===== config.mk =====
export PLATFORM = sky130hd
export DESIGN_NAME = sd_sector_arbiter
export DESIGN_NICKNAME = d
export VERILOG_FILES = /design/src/rtl/sd_arb_pkg.sv /design/src/rtl/sd_rr_pick2.sv /design/src/rtl/sd_sector_arbiter.sv
export SDC_FILE = /design/constraint.sdc
export NUM_CORES = 1
export LEC_CHECK = 0
export BUFFER_PORTS_ARGS = -buffer_cell sky130_fd_sc_hd__buf_4
export CAP_MARGIN = 20
export CORE_MARGIN = 2
export CORE_UTILIZATION = 46
export DETAILED_ROUTE_END_ITERATION = 10
export PLACE_DENSITY = 0.79
export SYNTH_ARGS = -nofsm -noshare
export SYNTH_HDL_FRONTEND = slang
export SYNTH_SLANG_ARGS = --single-unit

===== constraint.sdc =====
create_clock -name clk_sd -period 2.6 [get_ports clk_sd]
set_clock_uncertainty 0.2 [all_clocks]
set_input_delay 0.52 -clock clk_sd [delete_from_list [all_inputs] [get_ports clk_sd]]
set_output_delay 0.52 -clock clk_sd [all_outputs]
set_load 0.005 [all_outputs]

===== src/rtl/sd_arb_pkg.sv =====
// Shared types and constants for the two-client SD sector arbiter.
package sd_arb_pkg;

    typedef enum logic [2:0] {
        StIdle     = 3'd0,
        StStart    = 3'd1,
        StWaitBusy = 3'd2,
        StXfer     = 3'd3,
        StDone     = 3'd4
    } arb_state_e;

    localparam int unsigned START_TMO_DEFAULT = 16;

    // Sector used by benches as a known test target.
    localparam logic [31:0] TEST_SECTOR = 32'd2000;

endpackage


===== src/rtl/sd_rr_pick2.sv =====
// Two-way round-robin selector: the pointed-at client wins if requesting.
module sd_rr_pick2 (
    input  logic [1:0] req,
    input  logic       ptr,
    output logic       gnt_idx,
    output logic       gnt_valid
);

    always_comb begin
        gnt_valid = |req;
        gnt_idx   = req[ptr] ? ptr : ~ptr;
    end

endmodule


===== src/rtl/sd_sector_arbiter.sv =====
// Shares one SD sector engine between two clients with round-robin grants,
// start-timeout detection and per-owner routing of the data handshakes.
module sd_sector_arbiter
    import sd_arb_pkg::*;
#(
    parameter int unsigned START_TMO = START_TMO_DEFAULT,
    parameter int unsigned NCLI      = 2
) (
    input  logic            clk_sd,
    input  logic            reset_n,
    input  logic            sd_init_done,
    input  logic [NCLI-1:0] cli_req,
    input  logic [NCLI-1:0] cli_we,
    input  logic [31:0]     cli_addr0,
    input  logic [31:0]     cli_addr1,
    output logic [NCLI-1:0] cli_ack,
    output logic [NCLI-1:0] cli_done,
    output logic [NCLI-1:0] cli_err,
    input  logic [15:0]     cli_wr_data0,
    input  logic [15:0]     cli_wr_data1,
    output logic [NCLI-1:0] cli_wr_req,
    output logic [NCLI-1:0] cli_rd_en,
    output logic [15:0]     cli_rd_data,
    input  logic            wr_busy,
    input  logic            rd_busy,
    input  logic            wr_req,
    input  logic            rd_en,
    input  logic [15:0]     rd_data,
    output logic            wr_start_en,
    output logic [31:0]     wr_sec_addr,
    output logic [15:0]     wr_data,
    output logic            rd_start_en,
    output logic [31:0]     rd_sec_addr,
    output logic            owner,
    output logic            busy
);

    localparam int unsigned TmoW = (START_TMO > 1) ? $clog2(START_TMO) : 1;

    arb_state_e      state_q, state_d;
    logic            ptr_q, ptr_d;
    logic            owner_q, owner_d;
    logic            we_q, we_d;
    logic [31:0]     addr_q, addr_d;
    logic [TmoW-1:0] tmo_q, tmo_d;
    logic [NCLI-1:0] ack_q, ack_d;
    logic [NCLI-1:0] done_q, done_d;
    logic [NCLI-1:0] err_q, err_d;
    logic            wr_start_q, wr_start_d;
    logic            rd_start_q, rd_start_d;
    logic [31:0]     wr_addr_q, wr_addr_d;
    logic [31:0]     rd_addr_q, rd_addr_d;

    logic gnt_idx;
    logic gnt_valid;
    logic sel_busy;

    sd_rr_pick2 u_pick (
        .req      (cli_req),
        .ptr      (ptr_q),
        .gnt_idx  (gnt_idx),
        .gnt_valid(gnt_valid)
    );

    // Only the busy matching the latched direction is ever looked at.
    assign sel_busy = we_q ? wr_busy : rd_busy;

    always_comb begin
        state_d    = state_q;
        ptr_d      = ptr_q;
        owner_d    = owner_q;
        we_d       = we_q;
        addr_d     = addr_q;
        tmo_d      = tmo_q;
        wr_addr_d  = wr_addr_q;
        rd_addr_d  = rd_addr_q;
        ack_d      = '0;
        done_d     = '0;
        err_d      = '0;
        wr_start_d = 1'b0;
        rd_start_d = 1'b0;

        unique case (state_q)
            StIdle: begin
                if (sd_init_done && gnt_valid) begin
                    owner_d        = gnt_idx;
                    we_d           = cli_we[gnt_idx];
                    addr_d         = gnt_idx ? cli_addr1 : cli_addr0;
                    ack_d[gnt_idx] = 1'b1;
                    state_d        = StStart;
                end
            end
            StStart: begin
                tmo_d = '0;
                if (we_q) begin
                    wr_start_d = 1'b1;
                    wr_addr_d  = addr_q;
                end else begin
                    rd_start_d = 1'b1;
                    rd_addr_d  = addr_q;
                end
                state_d = StWaitBusy;
            end
            StWaitBusy: begin
                if (sel_busy) begin
                    state_d = StXfer;
                end else if (tmo_q == TmoW'(START_TMO - 1)) begin
                    err_d[owner_q] = 1'b1;
                    ptr_d          = ~owner_q;
                    state_d        = StIdle;
                end else begin
                    tmo_d = tmo_q + 1'b1;
                end
            end
            StXfer: begin
                if (!sel_busy) begin
                    state_d = StDone;
                end
            end
            StDone: begin
                done_d[owner_q] = 1'b1;
                ptr_d           = ~owner_q;
                state_d         = StIdle;
            end
            default: begin
                state_d = StIdle;
            end
        endcase
    end

    always_ff @(posedge clk_sd) begin
        if (!reset_n) begin
            state_q    <= StIdle;
            ptr_q      <= 1'b0;
            owner_q    <= 1'b0;
            we_q       <= 1'b0;
            addr_q     <= '0;
            tmo_q      <= '0;
            ack_q      <= '0;
            done_q     <= '0;
            err_q      <= '0;
            wr_start_q <= 1'b0;
            rd_start_q <= 1'b0;
            wr_addr_q  <= '0;
            rd_addr_q  <= '0;
        end else begin
            state_q    <= state_d;
            ptr_q      <= ptr_d;
            owner_q    <= owner_d;
            we_q       <= we_d;
            addr_q     <= addr_d;
            tmo_q      <= tmo_d;
            ack_q      <= ack_d;
            done_q     <= done_d;
            err_q      <= err_d;
            wr_start_q <= wr_start_d;
            rd_start_q <= rd_start_d;
            wr_addr_q  <= wr_addr_d;
            rd_addr_q  <= rd_addr_d;
        end
    end

    always_comb begin
        cli_wr_req          = '0;
        cli_rd_en           = '0;
        cli_wr_req[owner_q] = wr_req;
        cli_rd_en[owner_q]  = rd_en;
    end

    assign wr_data     = owner_q ? cli_wr_data1 : cli_wr_data0;
    assign cli_rd_data = rd_data;
    assign cli_ack     = ack_q;
    assign cli_done    = done_q;
    assign cli_err     = err_q;
    assign wr_start_en = wr_start_q;
    assign rd_start_en = rd_start_q;
    assign wr_sec_addr = wr_addr_q;
    assign rd_sec_addr = rd_addr_q;
    assign owner       = owner_q;
    assign busy        = (state_q != StIdle);

endmodule


==> results of run 1 <==
[layout by cell type (no fill, tap or decap), drive strengths merged, types with 3 or more instances in the layout]
master  instances
nand2         133
nand3           6
nor2b           3
bufinv          5
inv             4
a221o          33
clkbuf         18
nand2b          3
and2           37
buf           211
dfxtp         114
a21boi         66
clkinv          6
nor2            9
o21ai           5
mux2           17
[sequential cells by signal, summed over array words and instances, names as in the netlist]
| register | count |
|---|---|
| addr_q | 32 |
| rd_sec_addr | 32 |
| wr_sec_addr | 32 |
| tmo_q | 4 |
| state_q | 3 |
| cli_ack | 2 |
| cli_done | 2 |
| cli_err | 2 |
| owner | 1 |
| ptr_q | 1 |
| rd_start_en | 1 |
| we_q | 1 |
| wr_start_en | 1 |
[critical path, stage by stage, from the launching register on]
cell     delay, ns
dfxtp_1       0.30
buf_4         0.28
mux2_2        0.40
buf_4         0.14
[final cells by class]
class	count	share of cell area (%)
Clock buffer	18	6.136
Clock inverter	14	3.105
Inverter	3	0.1654
Multi-Input combinational cell	339	31.14
Sequential cell	114	33.51
Tap cell	136	2.499
Timing Repair Buffer	211	23.44
[logic make-up (layout without fill, tap and decap cells)]
logic type	count (synthesis)	count (layout)	share of synthesized area (%)
flip-flops	114	114	48.04
AND/OR/NAND/NOR	205	205	19.99
AO/OA/AOI/OAI	114	114	19.67
multiplexers	19	19	4.451
adder cells (fa/ha/maj)	1	1	0.2633
buffers and inverters	55	246	7.585
[stage by stage]
stage / instance area [µm²] / instances / hold slack, ns
after floorplan: 4751 / 508 / 0.2393
after global placement: 6181 / 803 / 0.2472
after detailed placement: 6181 / 803 / 0.2527
after CTS: 6810 / 835 / 0.01993
after global routing: 6810 / 835 / 0.02780
final: 6810 / 835 / 0.04137
[path summary, 6_finish.rpt]
path | cells past startpoint | startpoint | slack [ns] | end
worst min-delay path | 2 | cli_addr0[9] | 0.04 | addr_q[9]
worst min register to register | 2 | rd_sec_addr[26] | 0.26 | rd_sec_addr[26]
worst max-delay path | 3 | owner | 0.26 | wr_data[0]
worst max register to register | 5 | state_q[0] | 0.46 | rd_sec_addr[14]
[routing by layer]
layer  up-vias  routed length (µm)  GRT usage [%]
li1       2086                   -              -
met1      1973                5705          30.36
met2       153                6509          39.95
met3        17                 878          6.308
met4         0                 205          9.117
met5         -                   0              0
[synth_stat cells, drive strengths merged]
cell / instances
a31oi: 2
mux2: 17
o21a: 2
and2: 37
nor4: 2
and3: 2
or3b: 2
a21o: 1
nor2b: 3
nand2: 133
inv: 3
clkbuf: 17
buf: 34
dlymetal6s2s: 1
a21oi: 2
a21boi: 66
or3: 2
a221o: 33
mux2i: 2
nand4: 1
nor2: 9
a32oi: 1
nor3b: 2
or4: 1
nand3b: 1
nor3: 1
nand3: 6
dfxtp: 114
ha: 1
nand2b: 3
a31o: 1
o21ai: 5
a211oi: 1
[power breakdown]
part	internal, mW	switching (mW)
Sequential	1.81	0.0537
Clock	1.65	0.797
Combinational	0.255	0.184
==> reports/metrics.cfg, run 1 <==
[sta]
period_needed_ns = 2.337
hold_viol_final = 0
setup_viol = 0
tightest_slew_ns = 0.6205
rsz0062_at_grt = false
layout_setup_ws_ns = 0.2626
slew-limit-headroom_pct = 58.63
slew_viol_final = 0
fin_crit_sh_pct = 89.90
max_freq_ghz = 0.4278
finalSetupTns_ns = 0

[cells_and_area]
antenna_cells = 0
regArea_mm2 = 0.002282
syn_to_final_growth_pct = 43.35
final_nets = 810
drive_gt1_share_pct = 39.06
final.fill_count = 818
utilization_pct = 66.87
multi_input_area_mm2 = 0.002121

[synth]
synth.ff_latch_count = 114
synth_top_cell_area_share_pct = 48.04
synthCells = 508
yosys_warnings = 0
syn_area_mm2 = 0.004751
ys_types = 42
avgSynthCellArea_um2 = 9.352
yosysSeqAreaShare_pct = 48.04
synth_fp_nets = 632
netlist_top_cells_area = dfxtp_1, nand2_1, a21boi_0
yosysTopAreaCell = dfxtp_1

[routing]
drt-total-wl_um = 13300
ant_nets = 0
wl_per_cell_um = 15.93
drtIter0Drc = 231
vias = 4229
drc = 0
vias_per_cell = 5.065
drt_pass1_iterations = 4

[power]
p_per_area_mw_per_mm2 = 697.0
ir_drop_v = 0.0004581
power_leakage_nw = 2.866
power_mw = 4.747

[clocking]
cts_root_buffer = clkbuf_8
clock-sinks = 114
numCtsBuffers = 17
post-cts-setup-buffers = 0
cts-resized-gates = 0
insertion_delay_ns = 0.49
cts_max_level = 4
cts.clk_slew.worst_paths_ns = 0.06
clock_path_buffers = 2
cts-hold-fix-buffers = 0
cts_tree = yes

[floorplan]
fp.dieH_um = 105.6
core_area_mm2 = 0.01018
num_rows = 37
initial_core_util_pct = 46.65
dieArea_mm2 = 0.01116
boundaryPins = 233
die_x_um = 105.6

[placed_design]
place_ws_ns = 0.4670
hpwl_um = 9302
gp_congestion = 0.8516
port_buffers = 200

[worst_setup_path]
cp-end-kind = output pin
worstPathRequired_ns = 1.88
cp-start-kind = register
cp_max_fo = 25
crit_type = reg -> out
critPathArrivalTime_ns = 1.62

[status]
status = finished clean

[grt]
grt_use_total_pct = 24.19
grt_pass1_vias = 4356
grt_max_degree = 76
grt_pass1_wl_um = 21400
grt_remaining_overflow = 0
antenna_found_initial = 0

[job]
drv_cap = 0

[hold_path]
hp-class = in -> reg

Power figures use the tool's default switching activity.
==> run 2, diff against run 1 <==
- PLACE_DENSITY: 0.79 -> 0.84
==> reports/metrics.cfg, run 2 (same netlist as run 1, synthesis figures left out) <==
[placed_design]
port_buffers = 200
placed_area_mm2 = 0.006163
gp_congestion = 0.8116
hpwl_um = 9549

[floorplan]
fp.dieH_um = 105.6
dieArea_mm2 = 0.01116
core_area_mm2 = 0.01018
die_x_um = 105.6
boundaryPins = 233
num_rows = 37
initial_core_util_pct = 46.65

[sta]
period_needed_ns = 2.342
max_freq_ghz = 0.4270
slew-limit-headroom_pct = 59.92
setup_viol = 0
fin_crit_sh_pct = 90.07
hold_viol_final = 0
tightest_slew_ns = 0.6012
slew_viol_final = 0
rsz0062_at_grt = false
finalSetupTns_ns = 0

[grt]
grt_pass1_vias = 4341
grt_use_total_pct = 25.01
antenna_found_initial = 0
grt_remaining_overflow = 0
grt_pass1_wl_um = 22200
grt_max_degree = 77

[worst_setup_path]
worst_path_max_delay_cell = dfxtp_2
cp-end-kind = output pin
cp-start-kind = register
crit_type = reg -> out
critPathArrivalTime_ns = 1.62
cp_slowest_stage_delay_ns = 0.58
crit_path_cell_trace = mux2_2 > buf_4
worstPathRequired_ns = 1.88
cp_max_fo = 20
ff2ff_path_depth = 5

[power]
p_per_area_mw_per_mm2 = 673.3
power_leakage_nw = 2.832
ir_drop_v = 0.0004842

[cells_and_area]
final_cell_mix = buf_4, nand2_1, dfxtp_1
mostFrequentLayoutCell = buf_4
final_nets = 810
fin_area_mm2 = 0.006741
drive_gt1_share_pct = 39.20
syn_to_final_growth_pct = 41.90
final.fill_count = 814
antenna_cells = 0

[routing]
drtIter0Drc = 260
drt-total-wl_um = 14080
wl_per_cell_um = 16.86
wl_met2_um = 7067
vias = 4353
drc = 0
met3_length_um = 883
dr.max_layer_used = met4
drt_pass1_iterations = 5
vias_per_cell = 5.213
ant_nets = 0
wl_met1_um = 5868

[job]
drv_cap = 0

[clocking]
cts_root_buffer = clkbuf_8
cts_tree = yes
clock-sinks = 114
cts-hold-fix-buffers = 0
cts.clk_slew.worst_paths_ns = 0.06
numCtsBuffers = 17
cts_max_level = 4
clock_path_buffers = 2
post-cts-setup-buffers = 0
insertion_delay_ns = 0.50
cts-resized-gates = 1

[hold_path]
hp-class = in -> reg
min_path_cells = 2

[status]
status = finished clean

==> run 2: cell types whose count changed in the layout (fill, tap and decap cells not counted), sizes merged <==
cell / before / now
clkinvlp: 2 / 4
clkbuf: 18 / 20
inv: 4 / 5
clkinv: 6 / 4
bufinv: 5 / 2
==> run 2: final cells by class <==
| class | count | area, µm² | area share (%) |
|---|---|---|---|
| multi-input combinational | 339 | 2116 | 31.38 |
| timing repair buffer | 211 | 1584 | 23.50 |
| inverter | 3 | 11.26 | 0.1670 |
| tap | 136 | 170.2 | 2.524 |
| sequential | 114 | 2283 | 33.87 |
| clock inverter | 12 | 131.4 | 1.949 |
| clock buffer | 20 | 445.4 | 6.607 |
==> run 2: per-layer routing <==
layer	vias to the layer above	GRT usage [%]
met5	-	0
met4	0	10.15
met3	25	5.380
met2	191	41.24
met1	2053	31.83
li1	2084	-
==> run 2: worst max-delay path: cells and delay by family (launching register included) <==
family	cells	cell delay, ns
buf+inv	1	0.14
flops	1	0.58
mux	1	0.40
==> run 2: metrics by stage <==
stage | utilization, % | setup WS [ns] | instances | hold slack [ns] | total power, mW
2_1_floorplan | - | 0.6059 | 508 | 0.2393 | 2.117
3_3_place_gp | 60.52 | 0.5094 | 803 | 0.2452 | 2.318
3_5_place_dp | 60.52 | 0.4332 | 803 | 0.2500 | 2.330
4_1_cts | 66.19 | 0.2369 | 835 | 0.01407 | 4.558
5_1_grt | 66.19 | 0.1905 | 835 | 0.01582 | 4.687
6_report | 66.19 | 0.2581 | 835 | 0.03522 | 4.539
==> run 2: final timing paths <==
check / startpoint / end / slack (ns)
worst max-delay path: owner / wr_data[7] / 0.26
worst min-delay path: cli_addr1[24] / addr_q[24] / 0.04
worst max register to register: state_q[0] / wr_sec_addr[5] / 0.37
worst min register to register: wr_sec_addr[18] / wr_sec_addr[18] / 0.26
==> run 2: power breakdown <==
part / internal (mW) / total [mW] / switching (mW)
Sequential: 1.81 / 1.87 / 0.0602
Clock: 1.41 / 2.24 / 0.824
Combinational: 0.253 / 0.434 / 0.181
Total: 3.47 / 4.54 / 1.07
